`config.mk`:
```
export PLATFORM = sky130hd
export DESIGN_NAME = cache_l2_arbiter
export DESIGN_NICKNAME = d
export VERILOG_FILES = /design/src/rtl/cache_l2_arbiter.sv
export SDC_FILE = /design/constraint.sdc
export NUM_CORES = 1
export LEC_CHECK = 0
export ABC_CLOCK_PERIOD_IN_PS = 2200
export CAP_MARGIN = 40
export CORE_AREA = 2 2 275 277
export DETAILED_ROUTE_END_ITERATION = 12
export DIE_AREA = 0 0 277 279
export PLACE_DENSITY_LB_ADDON = 0.15
export SYNTH_ARGS = -nofsm -noshare
export SYNTH_HDL_FRONTEND = slang
export SYNTH_SLANG_ARGS = --single-unit
export TNS_END_PERCENT = 100
```
`constraint.sdc`:
```
create_clock -name clk -period 2.2 [get_ports clk]
set_input_delay 0.22 -clock clk [delete_from_list [all_inputs] [get_ports clk]]
set_output_delay 0.22 -clock clk [all_outputs]
set_load 0.02 [all_outputs]
```
`src/rtl/cache_l2_arbiter.sv`:
```
// cache_l2_arbiter
//   Arbitrates the split L1 I-cache and D-cache onto the single unified L2
//   port. One request is granted at a time. Its address, operation and write
//   line are latched when it is granted, and the L2 completion is steered back
//   to the requester that was granted. After every completion there is a
//   one-cycle RELEASE gap with all outputs low. This gives the requester time
//   to drop its request, so a request that was just serviced is not granted a
//   second time.
//
// Parameters
//   FIXED_DPRIO    1: D-cache wins simultaneous requests; 0: round-robin on ties
//
// Ports
//   clk            system clock, rising edge
//   rst_n          synchronous active-low reset
//   i_mem_read     I-cache line read request (held until i_mem_resp)
//   i_mem_address  I-cache line address
//   i_mem_rdata    line returned to I-cache (wired to l2_rdata)
//   i_mem_resp     one-cycle completion pulse to I-cache
//   d_mem_read     D-cache line read request (held until d_mem_resp)
//   d_mem_write    D-cache writeback request (held until d_mem_resp)
//   d_mem_address  D-cache line address
//   d_mem_wdata    D-cache writeback line
//   d_mem_rdata    line returned to D-cache (wired to l2_rdata)
//   d_mem_resp     one-cycle completion pulse to D-cache
//   l2_read        L2 read strobe, held until l2_resp
//   l2_write       L2 write strobe, held until l2_resp
//   l2_address     L2 line address (latched)
//   l2_wdata       L2 write line (latched)
//   l2_rdata       L2 read line, valid with l2_resp
//   l2_resp        one-cycle L2 completion pulse
module cache_l2_arbiter #(
  parameter logic FIXED_DPRIO = 1'b0
) (
  input  logic         clk,
  input  logic         rst_n,
  input  logic         i_mem_read,
  input  logic [15:0]  i_mem_address,
  output logic [127:0] i_mem_rdata,
  output logic         i_mem_resp,
  input  logic         d_mem_read,
  input  logic         d_mem_write,
  input  logic [15:0]  d_mem_address,
  input  logic [127:0] d_mem_wdata,
  output logic [127:0] d_mem_rdata,
  output logic         d_mem_resp,
  output logic         l2_read,
  output logic         l2_write,
  output logic [15:0]  l2_address,
  output logic [127:0] l2_wdata,
  input  logic [127:0] l2_rdata,
  input  logic         l2_resp
);

  typedef enum logic [1:0] {IDLE, SERVE_I, SERVE_D, RELEASE} state_t;

  state_t         state_q, state_d;
  logic           last_d_q, last_d_d;    // 1: last grant went to D, 0: to I
  logic           wr_q, wr_d;
  logic [15:0]    addr_q, addr_d;
  logic [127:0]   wdata_q, wdata_d;

  logic           i_req, d_req, grant_d, grant_i;

  assign i_req = i_mem_read;
  assign d_req = d_mem_read | d_mem_write;
  // D wins when it is the only requester, when D has fixed priority, or when
  // there is a tie and I was granted last.
  assign grant_d = d_req & (~i_req | FIXED_DPRIO | ~last_d_q);
  assign grant_i = i_req & ~grant_d;

  always_comb begin
    state_d    = state_q;
    last_d_d   = last_d_q;
    wr_d       = wr_q;
    addr_d     = addr_q;
    wdata_d    = wdata_q;
    l2_read    = 1'b0;
    l2_write   = 1'b0;
    i_mem_resp = 1'b0;
    d_mem_resp = 1'b0;
    case (state_q)
      IDLE: begin
        if (grant_d) begin
          state_d  = SERVE_D;
          last_d_d = 1'b1;
          addr_d   = d_mem_address;
          wr_d     = d_mem_write;   // read+write together counts as a write
          wdata_d  = d_mem_wdata;
        end else if (grant_i) begin
          state_d  = SERVE_I;
          last_d_d = 1'b0;
          addr_d   = i_mem_address;
          wr_d     = 1'b0;
        end
      end
      SERVE_I: begin
        l2_read  = ~wr_q;
        l2_write = wr_q;
        if (l2_resp) begin
          i_mem_resp = 1'b1;
          state_d    = RELEASE;
        end
      end
      SERVE_D: begin
        l2_read  = ~wr_q;
        l2_write = wr_q;
        if (l2_resp) begin
          d_mem_resp = 1'b1;
          state_d    = RELEASE;
        end
      end
      RELEASE: state_d = IDLE;
      default: state_d = IDLE;
    endcase
  end

  always_ff @(posedge clk) begin
    if (!rst_n) begin
      state_q  <= IDLE;
      last_d_q <= 1'b0;
      wr_q     <= 1'b0;
      addr_q   <= '0;
      wdata_q  <= '0;
    end else begin
      state_q  <= state_d;
      last_d_q <= last_d_d;
      wr_q     <= wr_d;
      addr_q   <= addr_d;
      wdata_q  <= wdata_d;
    end
  end

  assign l2_address  = addr_q;
  assign l2_wdata    = wdata_q;
  assign i_mem_rdata = l2_rdata;
  assign d_mem_rdata = l2_rdata;

endmodule

```
[Yosys cells after proc, flatten, opt, wreduce, memory -nomap -nowiden]
Index checks and enable logic that the tools add are counted.
Word-level totals
  register bits after elaboration: 148
  input port bits: 294
  logic and storage cells: 38
Cells by class
  equality and inequality tests: 5
  multiplexer cells: 14
  bitwise logic cells: 8
  reduce and logical (&&, ||, !) cells: 6
Operator list (count)
  16-bit 2-to-1 mux: 2
  1-bit 2-to-1 mux: 8
  2-bit 2-to-1 mux: 3
  2-bit case mux with 3 select lines: 1
  2-bit AND reduction: 3
  2-bit == test, second input constant: 2
  1-bit NOT: 4
  3-bit inequality test, second input constant: 1
  1-bit bitwise AND: 2
  2-bit by 1-bit == test with 1-bit output, second input constant: 1
  2-bit zero test: 1
  2-bit by 1-bit inequality test with 1-bit output, second input constant: 1
  1-bit bitwise OR: 2
  2-bit nonzero test: 1
  2-bit OR reduction: 1

[Logic depth before layout (Yosys ltp)]
Gate-level depths: netlist of run 1.
  depth in word-level cells: 8
  depth in mapped cells: 8
  gate-level depth less buffers: 5

[Least setup slack after synthesis of run 1]
OpenSTA, ideal clock, no wires.
  kind: flip-flop to flip-flop
  start point: register state_q[0]
  end point: register wdata_q[76], in the netlist l2_wdata[76]
  setup time: 0.070 ns
  arrival time: 1.521 ns
  required time: 2.130 ns
  slack: 0.609 ns
  cell stages (with the launch flop): 9
  path buffers: 3
  period minus slack after synthesis: 1.591 ns
  path through: dfxtp_1 > inv_1 > ha_1 > buf_2 > inv_2 > clkbuf_1 > clkbuf_1 > o21ai_0 > a21oi_1
On the way
  word-level cells in the longest chain between the ends: 2
RTL lines
  start: declaration: RTL line 57  | state_t state_q, state_d;
  start signal: assignment: RTL line 126  | state_q <= state_d;
  2-bit zero test: RTL line 82  | case (state_q)
  2-bit AND reduction (no line)
  end signal: assignment: RTL line 130  | wdata_q <= wdata_d;
  end: declaration: RTL line 61  | logic [127:0] wdata_q, wdata_d;
No other way between the ends.
A chain may end at the register's enable or synchronous reset.

[Worst setup path after layout of run 1]
  start point: register state_q[1]
  end point: output port l2_read
On the way
  word-level cells in the longest chain between the ends: 3
  elaborated cells on any way between the ends: 4
  classes of those cells: eq/ne: 2; mux: 1; reduce/logical: 1
RTL lines
  2-bit == test or 2-bit by 1-bit == test with 1-bit output (tied branches): RTL line 82
  2-bit OR reduction (no line) (*)
  1-bit 2-to-1 mux (*)
  end: declaration: RTL line 47  | output logic l2_read,
Every way passes the cells marked *; elsewhere a longest branch is shown, timed or not.

==> results of run 1 <==
==> path summary, 6_finish.rpt <==
path                    endpoint         startpoint  depth (start not counted)
setup / recovery         l2_read         state_q[1]                          4
hold / removal    l2_address[11]  d_mem_address[11]                          3
hold reg to reg      l2_wdata[0]        l2_wdata[0]                          2
setup reg to reg   l2_address[8]         state_q[0]                          5
==> worst register-to-register path, stage by stage, from the launching register on <==
cell                      delay (ns)
sky130_fd_sc_hd__dfxtp_1        0.32
sky130_fd_sc_hd__inv_1          0.16
sky130_fd_sc_hd__ha_4           0.31
sky130_fd_sc_hd__o31a_1         0.61
sky130_fd_sc_hd__o21ai_0        0.19
sky130_fd_sc_hd__a21oi_1        0.14
==> sequential cells by signal, indices dropped and copies added (netlist names) <==
register and cells:
l2_address 16, l2_wdata 128, last_d_q 1, state_q 2, wr_q 1
==> cell usage in the layout, fill, tap and decap left out, types with 2 or more instances in the layout <==
cell,n
sky130_fd_sc_hd__clkdlybuf4s50_1,309
sky130_fd_sc_hd__a21oi_1,160
sky130_fd_sc_hd__dfxtp_1,148
sky130_fd_sc_hd__nand3_1,128
sky130_fd_sc_hd__o21ai_0,118
sky130_fd_sc_hd__o21ai_1,26
sky130_fd_sc_hd__buf_4,23
sky130_fd_sc_hd__nand2_1,18
sky130_fd_sc_hd__clkbuf_16,17
sky130_fd_sc_hd__buf_12,14
sky130_fd_sc_hd__and2_1,3
sky130_fd_sc_hd__ha_1,3
sky130_fd_sc_hd__clkbuf_8,3
sky130_fd_sc_hd__clkinv_2,3
sky130_fd_sc_hd__clkinvlp_4,3
sky130_fd_sc_hd__dlygate4sd2_1,3
sky130_fd_sc_hd__inv_1,2
sky130_fd_sc_hd__inv_4,2
sky130_fd_sc_hd__nor2_1,2
sky130_fd_sc_hd__bufinv_16,2
sky130_fd_sc_hd__inv_6,2
==> metal layers <==
| layer | up-vias | part of all wire | global-route usage |
|---|---|---|---|
| li1 | 3106 | - | - |
| met1 | 3089 | 0.38 | 0.0900 |
| met2 | 332 | 0.49 | 0.142 |
| met3 | 115 | 0.086 | 0.0397 |
| met4 | 2 | 0.045 | 0.0520 |
| met5 | - | 0.00035 | 0 |
==> logic make-up (layout without fill, tap and decap cells) <==
kind of cell / count (synthesis) / in the layout / share of synthesized area
adder cells (fa/ha/maj): 4 / 4 / 0.00651
flip-flops: 148 / 148 / 0.385
multiplexers: 1 / 1 / 0.00130
buffers and inverters: 337 / 386 / 0.295
AND/OR/NAND/NOR: 156 / 156 / 0.100
other: 0 / 1 / 0
AO/OA/AOI/OAI: 314 / 314 / 0.212
==> metrics by stage <==
step	hold WS [ns]	instance area [um2]	setup WS, ns
after floorplan	0.354	7690	0.609
after global placement	0.440	10300	0.112
after detailed placement	0.440	10300	0.156
after CTS	0.229	10900	0.0343
after global routing	0.246	10900	0.102
final	0.295	10900	0.217
==> where the power goes <==
part | switching, uW | internal [uW] | total (uW)
Sequential | 381 | 3440 | 3820
Combinational | 3480 | 2500 | 5980
Clock | 1380 | 1760 | 3150
Total | 5250 | 7700 | 12900
==> cell type report <==
type / count / area [um2]
antenna: 1 / 2.50
clock buffer: 21 / 470
clock inverter: 11 / 124
fill: 8452 / 63200
inverter: 4 / 20.0
multi-input combinational: 475 / 2490
sequential: 148 / 2960
tap: 969 / 1210
timing repair buffer: 350 / 3580
==> timing repair <==
action                     in CTS  in global routing
pin swaps                       0                  0
gates resized for setup         3                  1
setup endpoints to repair       3                  1
cloned                          0                  0
==> run summary, run 1 <==
* **distinct cell type count after synthesis** 33
* **setup repair after global routing missed its margin** false
* **sort of element at the start of the critical path** register
* **routability cong.** 0.685
* **number of synthesized register bits** 148
* **Critical Path Fanout Max** 5
* **number of H-tree levels** 4
* **total overflow reported by the global router** 0
* **critical path arrival** 1.76 ns
* **Pwr per Cell Area** 1190 mW/mm2
* **reported max-cap violation count** 0
* **Slew Viols, Final** 0
* **total global routing track utilization** 0.0864
* **full die area** 0.0773 mm2
* **worst-path cell with the longest stage delay** sky130_fd_sc_hd__dlygate4sd2_1
* **Cells after Synth** 960
* **top post-synthesis cells by count** sky130_fd_sc_hd__buf_4 (258), sky130_fd_sc_hd__a21oi_1 (160), sky130_fd_sc_hd__dfxtp_1 (148), sky130_fd_sc_hd__nand3_1 (128), sky130_fd_sc_hd__o21ai_0 (118)
* **final wirelength** 34,000 um
* **Synthesized Nets** 1,258
* **Yosys warning total** 0
* **Die X** 277 um
* **Worst Path Required** 1.98 ns
* **growth of design area from synthesis to finish** 41.4%
* **fin nets** 1,294
* **post-synthesis cell type with the largest combined area** sky130_fd_sc_hd__dfxtp_1
* **clock tree from TritonCTS** yes
* **number of buffers and inverters on the critical path** 2
* **outcome** finished clean
* **Final Non-Filler Cells** 1,979
* **pin count of the biggest net entering global routing** 74
* **clock tree root driver cell** sky130_fd_sc_hd__clkbuf_16
* **PortBufs** 313
* **fraction of synthesized cell area taken by the top area cell type** 0.385
* **worst clock skew on the final layout** 0.0120 ns
* **Pre-Repair DR Iteration Count** 4
* **commonest register cell after synthesis** sky130_fd_sc_hd__dfxtp_1
* **number of antenna violations at the first check in global routing** 1
* **Boundary Pins** 698
* **top cells by area, synth** sky130_fd_sc_hd__dfxtp_1 (39%), sky130_fd_sc_hd__buf_4 (25%), sky130_fd_sc_hd__a21oi_1 (10%), sky130_fd_sc_hd__nand3_1 (8.3%), sky130_fd_sc_hd__o21ai_0 (7.7%)
* **utilization after layout** 0.147
* **CTS sink cnt** 148
* **die height** 279 um
* **number of global-route vias before repair** 6,958
* **sum of negative setup slack** 0 ns
* **Iter 0 DRT Violations** 252
* **Worst-path clk slew** 0.07 ns
* **category of cells accounting for the largest share of critical-path delay** buffers and inverters
* **initial cell density of the core** 0.104
* **number of synthesized flops with an enable pin** 0
* **mean instance size in the synthesized netlist** 8.01 um2
* **share of cells above drive strength 1** 0.0733
* **async set-reset flop share out of synthesis** 0
* **largest buffer count on any clock path** 2
* **total of hold buffers inserted after clock tree synthesis** 0
* **portion of the post-synthesis area used by sequential elements** 0.385
* **Via-to-Cell Ratio** 3.36
* **class of the worst hold path** input port to register
* **pin slew with the least headroom to its limit** 0.659 ns
* **highest ir drop seen on vdd** 0.465 mV
* **min Tclk post-route** 1.98 ns
* **clk_lat worst skew** 0.47 ns
* **routed len/inst** 17.2 um
* **wire length of the first global-routing pass** 48,700 um
* **worst-path cell chain** inv_1, ha_4, nor2b_1, dlygate4sd2_1
* **type of destination of the critical path** output port
* **total of endpoints with negative setup slack in the final report** 0
* **via count** 6,644
* **register-to-register path setup slack** 0.42 ns
* **DRC viols** 0
* **core area** 0.0741 mm2
* **area of the mapped netlist** 0.00769 mm2
* **maximum operating frequency** 504 MHz
* **number of buffers created by CTS** 17
* **WS Path Type** register to output port
* **number of endpoints with negative hold slack in the final report** 0
* **final period utilization** 0.901
* **largest stage delay on the critical path** 0.38 ns
* **Pleak** 0.00363 uW
* **instance count after placement with tap cells included** 1,946
* **max-slew headroom at the worst pin** 0.561
* **row count** 100
* **Final Power** 12,900 uW
* **number of nets with antenna violations after detailed routing** 0
* **most common cell in the netlist** sky130_fd_sc_hd__buf_4
* **count of buffers added by post-CTS timing repair for setup** 0
* **final HPWL from detailed placement** 24,000 um
Power figures use the tool's default switching activity.
==> run 2: changes to the inputs <==
--- a/config.mk
+++ b/config.mk
@@ -6,8 +6,9 @@
 export NUM_CORES = 1
 export LEC_CHECK = 0
 export ABC_CLOCK_PERIOD_IN_PS = 2200
-export CAP_MARGIN = 40
+export CAP_MARGIN = 20
 export CORE_AREA = 2 2 275 277
+export CTS_CLUSTER_SIZE = 12
 export DETAILED_ROUTE_END_ITERATION = 12
 export DIE_AREA = 0 0 277 279
 export PLACE_DENSITY_LB_ADDON = 0.15
==> results of run 2 <==
No change in the layout: final DEF, timing and power equal those of run 1.
==> run 3: changes to the inputs <==
--- a/config.mk
+++ b/config.mk
@@ -11,7 +11,7 @@
 export CTS_CLUSTER_SIZE = 12
 export DETAILED_ROUTE_END_ITERATION = 12
 export DIE_AREA = 0 0 277 279
-export PLACE_DENSITY_LB_ADDON = 0.15
+export PLACE_DENSITY = 0.45
 export SYNTH_ARGS = -nofsm -noshare
 export SYNTH_HDL_FRONTEND = slang
 export SYNTH_SLANG_ARGS = --single-unit
==> run 3 against run 2 <==
Utilization is 0.10 points lower. Maximum frequency grew 0.85%. Non-clock buffer count decreased by 10. Worst hold slack worse by 0.0022 ns. Sequential share of layout area rose by 0.20 points. Sequential power barely moved. Largest cell class unchanged.
==> run summary, run 3 (same netlist as run 1, synthesis figures left out) <==
* **setup repair after global routing missed its margin** false
* **post-route cell area** 0.0108 mm2, -0.71%
* **share of cells above drive strength 1** 0.0631, -0.0103
* **initial cell density of the core** 0.104, unchanged
* **Pre-Repair DR Iteration Count** 4, unchanged
* **via count** 6,728, +1.3%
* **DRC viols** 0, unchanged
* **sum of negative setup slack** 0 ns, unchanged
* **number of antenna violations at the first check in global routing** 4, +3
* **outcome** finished clean
* **CTS sink cnt** 148, unchanged
* **PortBufs** 313, unchanged
* **number of H-tree levels** 4, unchanged
* **routed len/inst** 15.8 um, -8.2%
* **pin count of the biggest net entering global routing** 61, -18%
* **full die area** 0.0773 mm2, unchanged
* **Pleak** 0.00358 uW, -1.4%
* **Iter 0 DRT Violations** 263, +4.4%
* **number of buffers created by CTS** 17, unchanged
* **Critical Path Fanout Max** 5, unchanged
* **sort of element at the start of the critical path** register
* **pin slew with the least headroom to its limit** 0.706 ns, +0.0474 ns
* **routability cong.** 0.708, +3.3%
* **Boundary Pins** 698, unchanged
* **number of global-route vias before repair** 6,830, -1.8%
* **row count** 100, unchanged
* **total overflow reported by the global router** 0, unchanged
* **clock tree root driver cell** sky130_fd_sc_hd__clkbuf_16
* **Worst-path clk slew** 0.07 ns, about the same
* **critical path arrival** 1.75 ns, about the same
* **number of nets with antenna violations after detailed routing** 0, unchanged
* **wire length of the first global-routing pass** 44,500 um, -8.8%
* **total global routing track utilization** 0.0782, -0.00810
* **class of the worst hold path** input port to register
* **type of destination of the critical path** output port
* **leading cell type in the layout, fill and taps excluded** sky130_fd_sc_hd__clkdlybuf4s50_1
* **total of endpoints with negative setup slack in the final report** 0, unchanged
* **max FFs per register** 128, unchanged
* **final wirelength** 31,000 um, -8.7%
* **max-slew headroom at the worst pin** 0.529, -0.0316
* **most frequent cells in the layout** sky130_fd_sc_hd__clkdlybuf4s50_1 (309), sky130_fd_sc_hd__a21oi_1 (160), sky130_fd_sc_hd__dfxtp_1 (148)
* **core area** 0.0741 mm2, unchanged
* **number of endpoints with negative hold slack in the final report** 0, unchanged
* **final HPWL from detailed placement** 22,800 um, -5.1%
* **largest buffer count on any clock path** 2, unchanged
* **dpl cell area** 0.0102 mm2, -1.1%
* **Slew Viols, Final** 0, unchanged
* **final period utilization** 0.894, -0.00761
* **number of antenna repair diodes** 0, -1
* **worst clock skew on the final layout** 0.0123 ns, +0.000304 ns
* **highest ir drop seen on vdd** 0.575 mV, +24%
* **WS Path Type** register to output port
* **clk_lat worst skew** 0.47 ns, about the same
* **maximum operating frequency** 509 MHz, +0.85%
* **total of hold buffers inserted after clock tree synthesis** 0, unchanged
* **fin nets** 1,284, -0.77%
* **die height** 279 um, unchanged
* **Die X** 277 um, unchanged
* **min Tclk post-route** 1.97 ns, -0.0168 ns
* **Pwr per Cell Area** 1190 mW/mm2, +0.24%
* **Via-to-Cell Ratio** 3.42, +1.8%
* **growth of design area from synthesis to finish** 40.4%
* **clock tree from TritonCTS** yes
* **reported max-cap violation count** 0, unchanged
* **Worst Path Required** 1.98 ns, about the same
## run 3: changes by cell type in the layout (fill, tap and decap cells not counted)
cell	before	now
sky130_fd_sc_hd__clkbuf_1	1	2
sky130_fd_sc_hd__clkbuf_8	3	2
sky130_fd_sc_hd__bufinv_16	2	4
sky130_fd_sc_hd__buf_4	23	16
sky130_fd_sc_hd__inv_4	2	1
sky130_fd_sc_hd__buf_12	14	11
sky130_fd_sc_hd__inv_6	2	4
sky130_fd_sc_hd__dlymetal6s2s_1	1	0
sky130_fd_sc_hd__clkinvlp_4	3	1
sky130_fd_sc_hd__diode_2	1	0
sky130_fd_sc_hd__dlygate4sd2_1	3	4
sky130_fd_sc_hd__clkinv_2	3	2
## run 3: power by group
part | internal, uW | total, uW | switching, uW
clock | 1970 | 3310 | 1350
combinational | 2410 | 5750 | 3340
sequential | 3440 | 3820 | 386
total | 7820 | 12900 | 5070
## run 3: per-stage QoR
| step | std cells | hold WS (ns) | utilization | worst slack [ns] | power [uW] |
|---|---|---|---|---|---|
| finish | 1968 | 0.293 | 0.146 | 0.233 | 12900 |
| global route | 1968 | 0.262 | 0.146 | 0.0822 | 13800 |
| CTS | 1968 | 0.234 | 0.146 | 0.141 | 13300 |
| detailed placement | 1936 | 0.440 | 0.137 | 0.139 | 9790 |
| global placement | 1936 | 0.440 | 0.137 | 0.132 | 9760 |
| floorplan | 960 | 0.354 | - | 0.609 | 7470 |
## run 3: path summary, 6_finish.rpt
path | cells after the start | slack [ns] | end | start
setup / recovery | 4 | 0.23 | l2_read | state_q[1]
hold / removal | 3 | 0.29 | l2_address[0] | d_mem_address[0]
setup reg to reg | 5 | 0.37 | l2_address[14] | state_q[0]
hold reg to reg | 2 | 0.48 | l2_wdata[115] | l2_wdata[115]
## run 3: what timing repair did
| action | CTS | global route |
|---|---|---|
| gates resized for setup | 4 | 0 |
| setup buffers | 0 | 0 |
| setup endpoints to repair | 4 | 0 |
| endpoints found under the hold margin | 0 | 0 |
## run 3: cell type report
class                      count  area, um2
clock buffer                  21        460
clock inverter                11        173
fill                        8417      63300
inverter                       4       22.5
multi-input combinational    475       2490
sequential                   148       2960
tap                          969       1210
timing repair buffer         340       3470
## run 3: metal layers
metal / part of all wire / GRT usage / vias to the layer above
li1: - / - / 3086
met5: 0.0018 / 0.00188 / -
met1: 0.36 / 0.0767 / 3084
met2: 0.47 / 0.125 / 424
met4: 0.050 / 0.0532 / 8
met3: 0.12 / 0.0458 / 126
## run 3: critical path, stage by stage, from the launching register on
cell and delay [ns]:
sky130_fd_sc_hd__dfxtp_1 0.37, sky130_fd_sc_hd__inv_1 0.11, sky130_fd_sc_hd__ha_4 0.31, sky130_fd_sc_hd__nor2b_1 0.13, sky130_fd_sc_hd__dlygate4sd2_1 0.35
